===== config.mk =====
export PLATFORM = sky130hd
export DESIGN_NAME = led_seq_ctrl
export DESIGN_NICKNAME = d
export VERILOG_FILES = /design/src/rtl/led_seq_pkg.sv /design/src/rtl/led_seq_prescaler.sv /design/src/rtl/led_seq_ctrl.sv
export SDC_FILE = /design/constraint.sdc
export NUM_CORES = 1
export LEC_CHECK = 0
export ABC_AREA = 1
export CORE_MARGIN = 1.5
export CORE_UTILIZATION = 59
export DETAILED_ROUTE_END_ITERATION = 12
export PLACE_DENSITY = 0.88
export SLEW_MARGIN = 20
export SYNTH_ARGS = -nofsm -noshare
export SYNTH_HDL_FRONTEND = slang
export SYNTH_HIERARCHICAL = 1
export SYNTH_SLANG_ARGS = --single-unit

===== constraint.sdc =====
create_clock -name clk -period 3.34 [get_ports clk]
set_input_delay 0.835 -clock clk [delete_from_list [all_inputs] [get_ports clk]]
set_output_delay 0.835 -clock clk [all_outputs]
set_load 0.01 [all_outputs]

===== src/rtl/led_seq_pkg.sv =====
// Shared state encoding and entry patterns for the LED sequencer.
// Also provides the mode rotation order and per-state entry pattern lookup.
package led_seq_pkg;

  typedef logic [1:0] state_t;

  localparam state_t ST_IDLE  = 2'd0;
  localparam state_t ST_COUNT = 2'd1;
  localparam state_t ST_SHIFT = 2'd2;
  localparam state_t ST_BLINK = 2'd3;

  localparam logic [3:0] PAT_COUNT0 = 4'h0;
  localparam logic [3:0] PAT_SHIFT0 = 4'b0001;
  localparam logic [3:0] PAT_BLINK0 = 4'hF;

  // Rotation order used by both auto-advance and mode_next.
  function automatic state_t next_mode(input state_t s);
    case (s)
      ST_COUNT: next_mode = ST_SHIFT;
      ST_SHIFT: next_mode = ST_BLINK;
      default:  next_mode = ST_COUNT;
    endcase
  endfunction

  function automatic logic [3:0] entry_pat(input state_t s);
    case (s)
      ST_COUNT: entry_pat = PAT_COUNT0;
      ST_SHIFT: entry_pat = PAT_SHIFT0;
      ST_BLINK: entry_pat = PAT_BLINK0;
      default:  entry_pat = 4'h0;
    endcase
  endfunction

endpackage


===== src/rtl/led_seq_prescaler.sv =====
// Free-running prescaler with synchronous clear and enable.
// Terminal count is flagged while the counter sits at all-ones.
module led_seq_prescaler #(
  parameter int PRESCALE_W = 22
) (
  input  logic clk,
  input  logic rst_n,
  input  logic i_clr,
  input  logic i_en,
  output logic o_tc
);

  logic [PRESCALE_W-1:0] r_cnt;

  always_ff @(posedge clk) begin
    if (!rst_n) begin
      r_cnt <= '0;
    end else if (i_clr) begin
      r_cnt <= '0;
    end else if (i_en) begin
      r_cnt <= r_cnt + PRESCALE_W'(1);
    end
  end

  assign o_tc = &r_cnt;

endmodule


===== src/rtl/led_seq_ctrl.sv =====
// LED pattern sequencer: cycles 4 LEDs through count / walk / blink modes,
// stepping on a prescaled tick and advancing mode after a fixed step count.
//
// state | meaning
// IDLE  | disabled, LEDs dark
// COUNT | binary up-count on each tick
// SHIFT | single lit LED rotating left
// BLINK | all LEDs toggling together
module led_seq_ctrl
  import led_seq_pkg::*;
#(
  parameter int PRESCALE_W     = 22,
  parameter int STEPS_PER_MODE = 16,
  parameter int STEP_W         = 8
) (
  input  logic       clk,
  input  logic       rst_n,
  input  logic       en,
  input  logic       mode_next,
  output logic [3:0] io_led,
  output logic [1:0] mode,
  output logic       tick
);

  localparam logic [STEP_W-1:0] LAST_STEP = STEP_W'(STEPS_PER_MODE - 1);

  state_t            r_state;
  state_t            w_state_nxt;
  logic [3:0]        r_led;
  logic [3:0]        w_led_nxt;
  logic [STEP_W-1:0] r_step;
  logic [STEP_W-1:0] w_step_nxt;
  logic              r_tick;
  logic              w_tick_nxt;
  logic              w_tc;
  logic              w_active;
  logic              w_tick_i;
  logic              w_pre_clr;

  assign w_active  = en && (r_state != ST_IDLE);
  assign w_tick_i  = w_active && w_tc;
  assign w_pre_clr = (w_state_nxt != r_state);

  led_seq_prescaler #(
    .PRESCALE_W(PRESCALE_W)
  ) u_prescaler (
    .clk   (clk),
    .rst_n (rst_n),
    .i_clr (w_pre_clr),
    .i_en  (w_active),
    .o_tc  (w_tc)
  );

  always_comb begin
    w_state_nxt = r_state;
    w_led_nxt   = r_led;
    w_step_nxt  = r_step;
    w_tick_nxt  = 1'b0;
    if (r_state == ST_IDLE) begin
      w_led_nxt  = 4'h0;
      w_step_nxt = '0;
      if (en) begin
        w_state_nxt = ST_COUNT;
        w_led_nxt   = PAT_COUNT0;
      end
    end else if (!en) begin
      w_state_nxt = ST_IDLE;
      w_led_nxt   = 4'h0;
      w_step_nxt  = '0;
    end else if (mode_next) begin
      // A coincident tick is swallowed here so the skip never double-advances.
      w_state_nxt = next_mode(r_state);
      w_led_nxt   = entry_pat(w_state_nxt);
      w_step_nxt  = '0;
    end else if (w_tick_i) begin
      w_tick_nxt = 1'b1;
      if (r_step == LAST_STEP) begin
        w_state_nxt = next_mode(r_state);
        w_led_nxt   = entry_pat(w_state_nxt);
        w_step_nxt  = '0;
      end else begin
        w_step_nxt = r_step + STEP_W'(1);
        case (r_state)
          ST_COUNT: w_led_nxt = r_led + 4'd1;
          ST_SHIFT: w_led_nxt = {r_led[2:0], r_led[3]};
          default:  w_led_nxt = ~r_led;
        endcase
      end
    end
  end

  always_ff @(posedge clk) begin
    if (!rst_n) begin
      r_state <= ST_IDLE;
      r_led   <= 4'h0;
      r_step  <= '0;
      r_tick  <= 1'b0;
    end else begin
      r_state <= w_state_nxt;
      r_led   <= w_led_nxt;
      r_step  <= w_step_nxt;
      r_tick  <= w_tick_nxt;
    end
  end

  assign io_led = r_led;
  assign mode   = r_state;
  assign tick   = r_tick;

endmodule


Word-level counts from Yosys, hierarchy flattened --
Cells that the tools add are included.
Word-level totals: output and inout port bits 7, word-level logic and storage cells 51, register bits 37, bits of input ports 4
Cells by class: bitwise logic cells 3, multiplexer cells 23, add/subtract/negate cells 3, reduce and logical (&&, ||, !) cells 9, equality and inequality tests 8
Operators with widths (number):
- $mux 2 | 14
- $pmux 4 s2 | 3
- $add 22x1->22 const B | 1
- $reduce_and 22->1 | 1
- $mux 4 | 3
- $eq 2x2->1 const B | 5
- $add 8x1->8 const B | 1
- $eq 8x4->1 const B | 1
- $mux 8 | 1
- $add 4x1->4 const B | 1
- $not 4->4 | 1
- $pmux 2 s2 | 1
- $reduce_bool 2->1 | 2
- $reduce_or 4->1 | 1
- $reduce_or 3->1 | 1
- $eq 2x1->1 const B | 1
- $logic_and 1x1->1 | 2
- $logic_not 2->1 | 1
- $ne 2x2->1 | 1
- $not 1->1 | 2
- $reduce_or 2->1 | 1
- $mux 1 | 1

Depth between registers and ports, before layout --
word-level depth 14, depth in mapped cells 19, mapped depth without buffers 19

Modules after synthesis --
Netlist, hierarchy kept.
By module, submodules not included:
- led_seq_prescaler | times used 1, seq. area each 440.4 um2, area each 1131.1 um2, cells an instance 179
- led_seq_ctrl | times used 1, seq. area each 300.3 um2, area each 938.4 um2, cells an instance 134

Least setup slack after synthesis --
No wires, ideal clock.
path kind register to register, from register u_prescaler.r_cnt[0], to register u_prescaler.r_cnt[10], setup slack 0.837 ns, buffers on the path 1, required time 3.270 ns, clock period less this slack 2.503 ns, data arrival time 2.433 ns, library setup time 0.070 ns, stages on the path, launching flop included 19, cell sequence dfxtp_1 -> ha_1 -> inv_1 -> nor2_1 -> nand2_1 -> nor3_1 -> inv_1 -> nor2_2 -> nand2_1 -> nand2_2 -> nand2_1 -> nand3_2 -> nand3_1 -> nand2_1 -> nand2_1 -> nor2_1 -> clkbuf_1 -> o21ai_0 -> a21oi_1
Between the ends: word-level cells in the longest chain between the ends 8, elaborated cells between the ends (all ways) 9, those cells by class add/sub (1); eq/ne (1); mux (4); reduce/logical (3)
Ends and longest elaborated chain:
- start, declared | line led_seq_prescaler.sv:13 | logic [PRESCALE_W-1:0] r_cnt;
- start signal, assigned | line led_seq_prescaler.sv:21 | r_cnt <= r_cnt + PRESCALE_W'(1);
- $reduce_and 22->1 | line led_seq_prescaler.sv:25 | assign o_tc = &r_cnt;
- via w_tc | line led_seq_ctrl.sv:35 | logic w_tc;
- $logic_and 1x1->1 | line led_seq_ctrl.sv:41 | assign w_tick_i = w_active && w_tc;
- $mux 2 | line led_seq_ctrl.sv:75 | end else if (w_tick_i) begin
- $mux 2 | line led_seq_ctrl.sv:70 | end else if (mode_next) begin
- $mux 2 | line led_seq_ctrl.sv:66 | end else if (!en) begin
- $mux 2 | line led_seq_ctrl.sv:59 | if (r_state == ST_IDLE) begin
- $ne 2x2->1 | line led_seq_ctrl.sv:42 | assign w_pre_clr = (w_state_nxt != r_state);
- via w_pre_clr | line led_seq_ctrl.sv:38 | logic w_pre_clr;
- $reduce_or 2->1 (no source line)
The timed path passes the listed nets, and every way through them passes these cells. A chain may end at the register's enable or synchronous reset.

Worst setup path after layout --
from register u_prescaler.r_cnt[0], to register u_prescaler.r_cnt[3]
The elaborated chain is that of the path after synthesis.

==> impl_metrics.yaml <==
status:
  status: "completed"
timing:
  fin_crit_ns: 2.879
  relSlewSlack: 0.6948
  finalCritPeriodShare: 0.8620
  setup_viol: 0
  hold_viol: 0
  slew_viol_final: 0
  tightest_slew_ns: 0.4543
  fmax_ghz: 0.3473
  holdWs_ns: 0.4852
  skew_ns: 0.007740
  rsz0062_at_grt: "false"
  fin_setup_tns_ns: 0
worst_setup_path:
  worstPathArrival_ns: 3.17
  worst_ep_required_time_ns: 3.63
  max_stage_delay_ns: 0.42
  critPathKind: "flop to flop"
  crit_fanout: 21
  endpoint_kind: "flop"
  worstPathCellList: "ha_1 > inv_1 > nor2_1 > nand2_1 > nor3_1 > inv_1 > nor2_2 > nand2_1 > nand2_2 > nand2_1 > nand3_2 > nand3_1 > nand2_1 > nand2_1 > nor2_1 > buf_4 > inv_1 > a21oi_1 > o21a_1"
  slowest_stage: "nor3_1"
  cp_common_cell: "nand2_1"
  cp-start-kind: "flop"
final_layout:
  antenna_cells: 0
  final_common_cell: "nand2_1"
  layout-drive-gt1-share: 0.08815
  final_cell_mix: "69 x nand2_1, 57 x nor2_1, 37 x inv_1, 37 x dfxtp_1, 25 x a21oi_1"
  instances_no_fill: 375
  nets: 339
  area_delta_synth_final_pct: 11.49
  nFillCells: 316
global_routing:
  grt_pass1_wl_um: 7548
  grt_util_all_layers: 0.2370
  overflow: 0
  grt_max_degree: 22
  antenna_found_initial: 0
  grt_pass1_vias: 1865
logic_synthesis:
  synth_cell_types: 28
  ys_ff_latch: 37
  yosysSeqAreaShare: 0.3579
  yosysWarnings: 6
  syn-num-nets: 324
  synthesis.instances: 313
  syn_avg_cell_area_um2: 6.612
  synth_area_um2: 2069
cts:
  htree_levels: 2
  clk_pin_slew_ns: 0.11
  cts_sinks: 37
  clock_latency_ns: 0.34
  cts.repair.resized: 0
  numCtsBuffers: 5
  cts_setup_buffers: 0
  cts_hold_buf: 0
  clockBufferDepth: 2
  root_buffer: "clkbuf_4"
  cts_tree: "yes"
floorplanning:
  core_um2: 3363
  die-height_um: 62.23
  initial_core_util: 0.6153
  placementRows: 21
  die_area_um2: 3872
  ioPinCount: 11
  die_w_um: 62.23
job:
  max_cap_viol_count: 0
drt:
  drc: 0
  dr.pass1.iters: 4
  ant_nets: 0
  drt-initial-drc-count: 101
  wl_per_cell_um: 10.83
  vias: 1928
  drt-total-wl_um: 4062
  viasPerCell: 5.141
pwr:
  total_leakage_power_nw: 0.8492
  power.density_nw_per_um2: 378.8
  ir_worst_vdd_v: 0.0002491
placement:
  hpwl_um: 2950
  io_buffers: 10
  gp_congestion: 0.8057
  placedCellCount: 367
worst_hold_path:
  hold_class: "flop to flop"
-- final timing paths --
| check | startpoint | end | cells after the start | slack, ns |
|---|---|---|---|---|
| hold / removal | u_prescaler/r_cnt[9] | u_prescaler/r_cnt[9] | 2 | 0.49 |
| hold reg to reg | u_prescaler/r_cnt[9] | u_prescaler/r_cnt[9] | 2 | 0.49 |
| setup / recovery | u_prescaler/r_cnt[0] | u_prescaler/r_cnt[3] | 19 | 0.46 |
| setup reg to reg | u_prescaler/r_cnt[0] | u_prescaler/r_cnt[3] | 19 | 0.46 |
-- state kept, by name (all words and copies together) (netlist names) --
| register | count |
|---|---|
| u_prescaler/r_cnt | 22 |
| r_step | 8 |
| io_led | 4 |
| mode | 2 |
| tick | 1 |
-- layer usage --
metal | share of wire | GRT usage | vias to the layer above
li1 | - | - | 1025
met1 | 0.45 | 0.2584 | 879
met2 | 0.51 | 0.4416 | 18
met3 | 0.023 | 0.05072 | 6
met4 | 0.015 | 0.1000 | 0
met5 | 0 | 0 | -
-- cell usage after synthesis --
cell type / instances / area (µm²)
xor2_1: 2 / 17.52
clkbuf_1: 2 / 7.510
o21ai_0: 18 / 90.09
and2_1: 1 / 6.260
nand2_2: 4 / 25.02
o21a_1: 2 / 15.01
a21oi_1: 25 / 125.1
o211ai_1: 1 / 7.510
o21ai_2: 1 / 8.760
nand3_2: 2 / 20.02
nor3_2: 1 / 10.01
inv_1: 37 / 138.9
nor2_2: 4 / 25.02
nor2_4: 3 / 33.78
nor2_1: 57 / 214.0
nand4_1: 2 / 12.51
xnor2_1: 1 / 8.760
inv_2: 2 / 7.510
ha_1: 7 / 87.58
clkbuf_2: 1 / 5.000
nand3_1: 24 / 120.1
nand2_1: 69 / 259.0
dfxtp_1: 37 / 740.7
inv_4: 1 / 6.260
nor2_8: 1 / 20.02
nor3_1: 4 / 20.02
nand2_4: 2 / 22.52
nor3b_1: 2 / 15.01
-- cell type report --
type	count	area (µm²)	share of cell area
clock buffer	7	55.05	0.02386
clock inverter	1	30.03	0.01302
tap	46	57.56	0.02495
inverter	40	152.6	0.06616
sequential	37	740.7	0.3210
timing repair buffer	11	107.6	0.04664
multi-input combinational	233	1164	0.5043
-- kinds of logic (layout without fill, tap and decap cells) --
group	after synthesis	in the layout	share of synthesized area
buf+inv	43	59	0.07981
fa+ha+maj	7	7	0.04232
simple gates	176	176	0.3881
flops	37	37	0.3579
xor+xnor	3	3	0.01270
compound gates	47	47	0.1191
-- through the flow --
stage	power (mW)	util	area (µm²)	setup WS (ns)
floorplan	0.5328	-	2069	0.8368
global placement	0.5567	0.6607	2222	0.5473
detailed placement	0.5598	0.6607	2222	0.4474
CTS	0.8857	0.6860	2307	0.4848
global route	0.9166	0.6860	2307	0.08249
finish	0.8739	0.6860	2307	0.4609
-- power by group --
group,switching [mW],internal (mW),leakage [nW],total (mW)
registers,0.00453,0.444,0.298,0.449
logic,0.0652,0.0376,0.505,0.103
clock network,0.143,0.179,0.0455,0.322
-- worst max-delay path: cells and delay by family (launching register included) --
kind            cells  cell delay, ns
buf+inv             4            0.53
flops               1            0.39
fa+ha+maj           1            0.19
simple gates       12            1.49
compound gates      2            0.24
(Power assumes the default switching activity.)
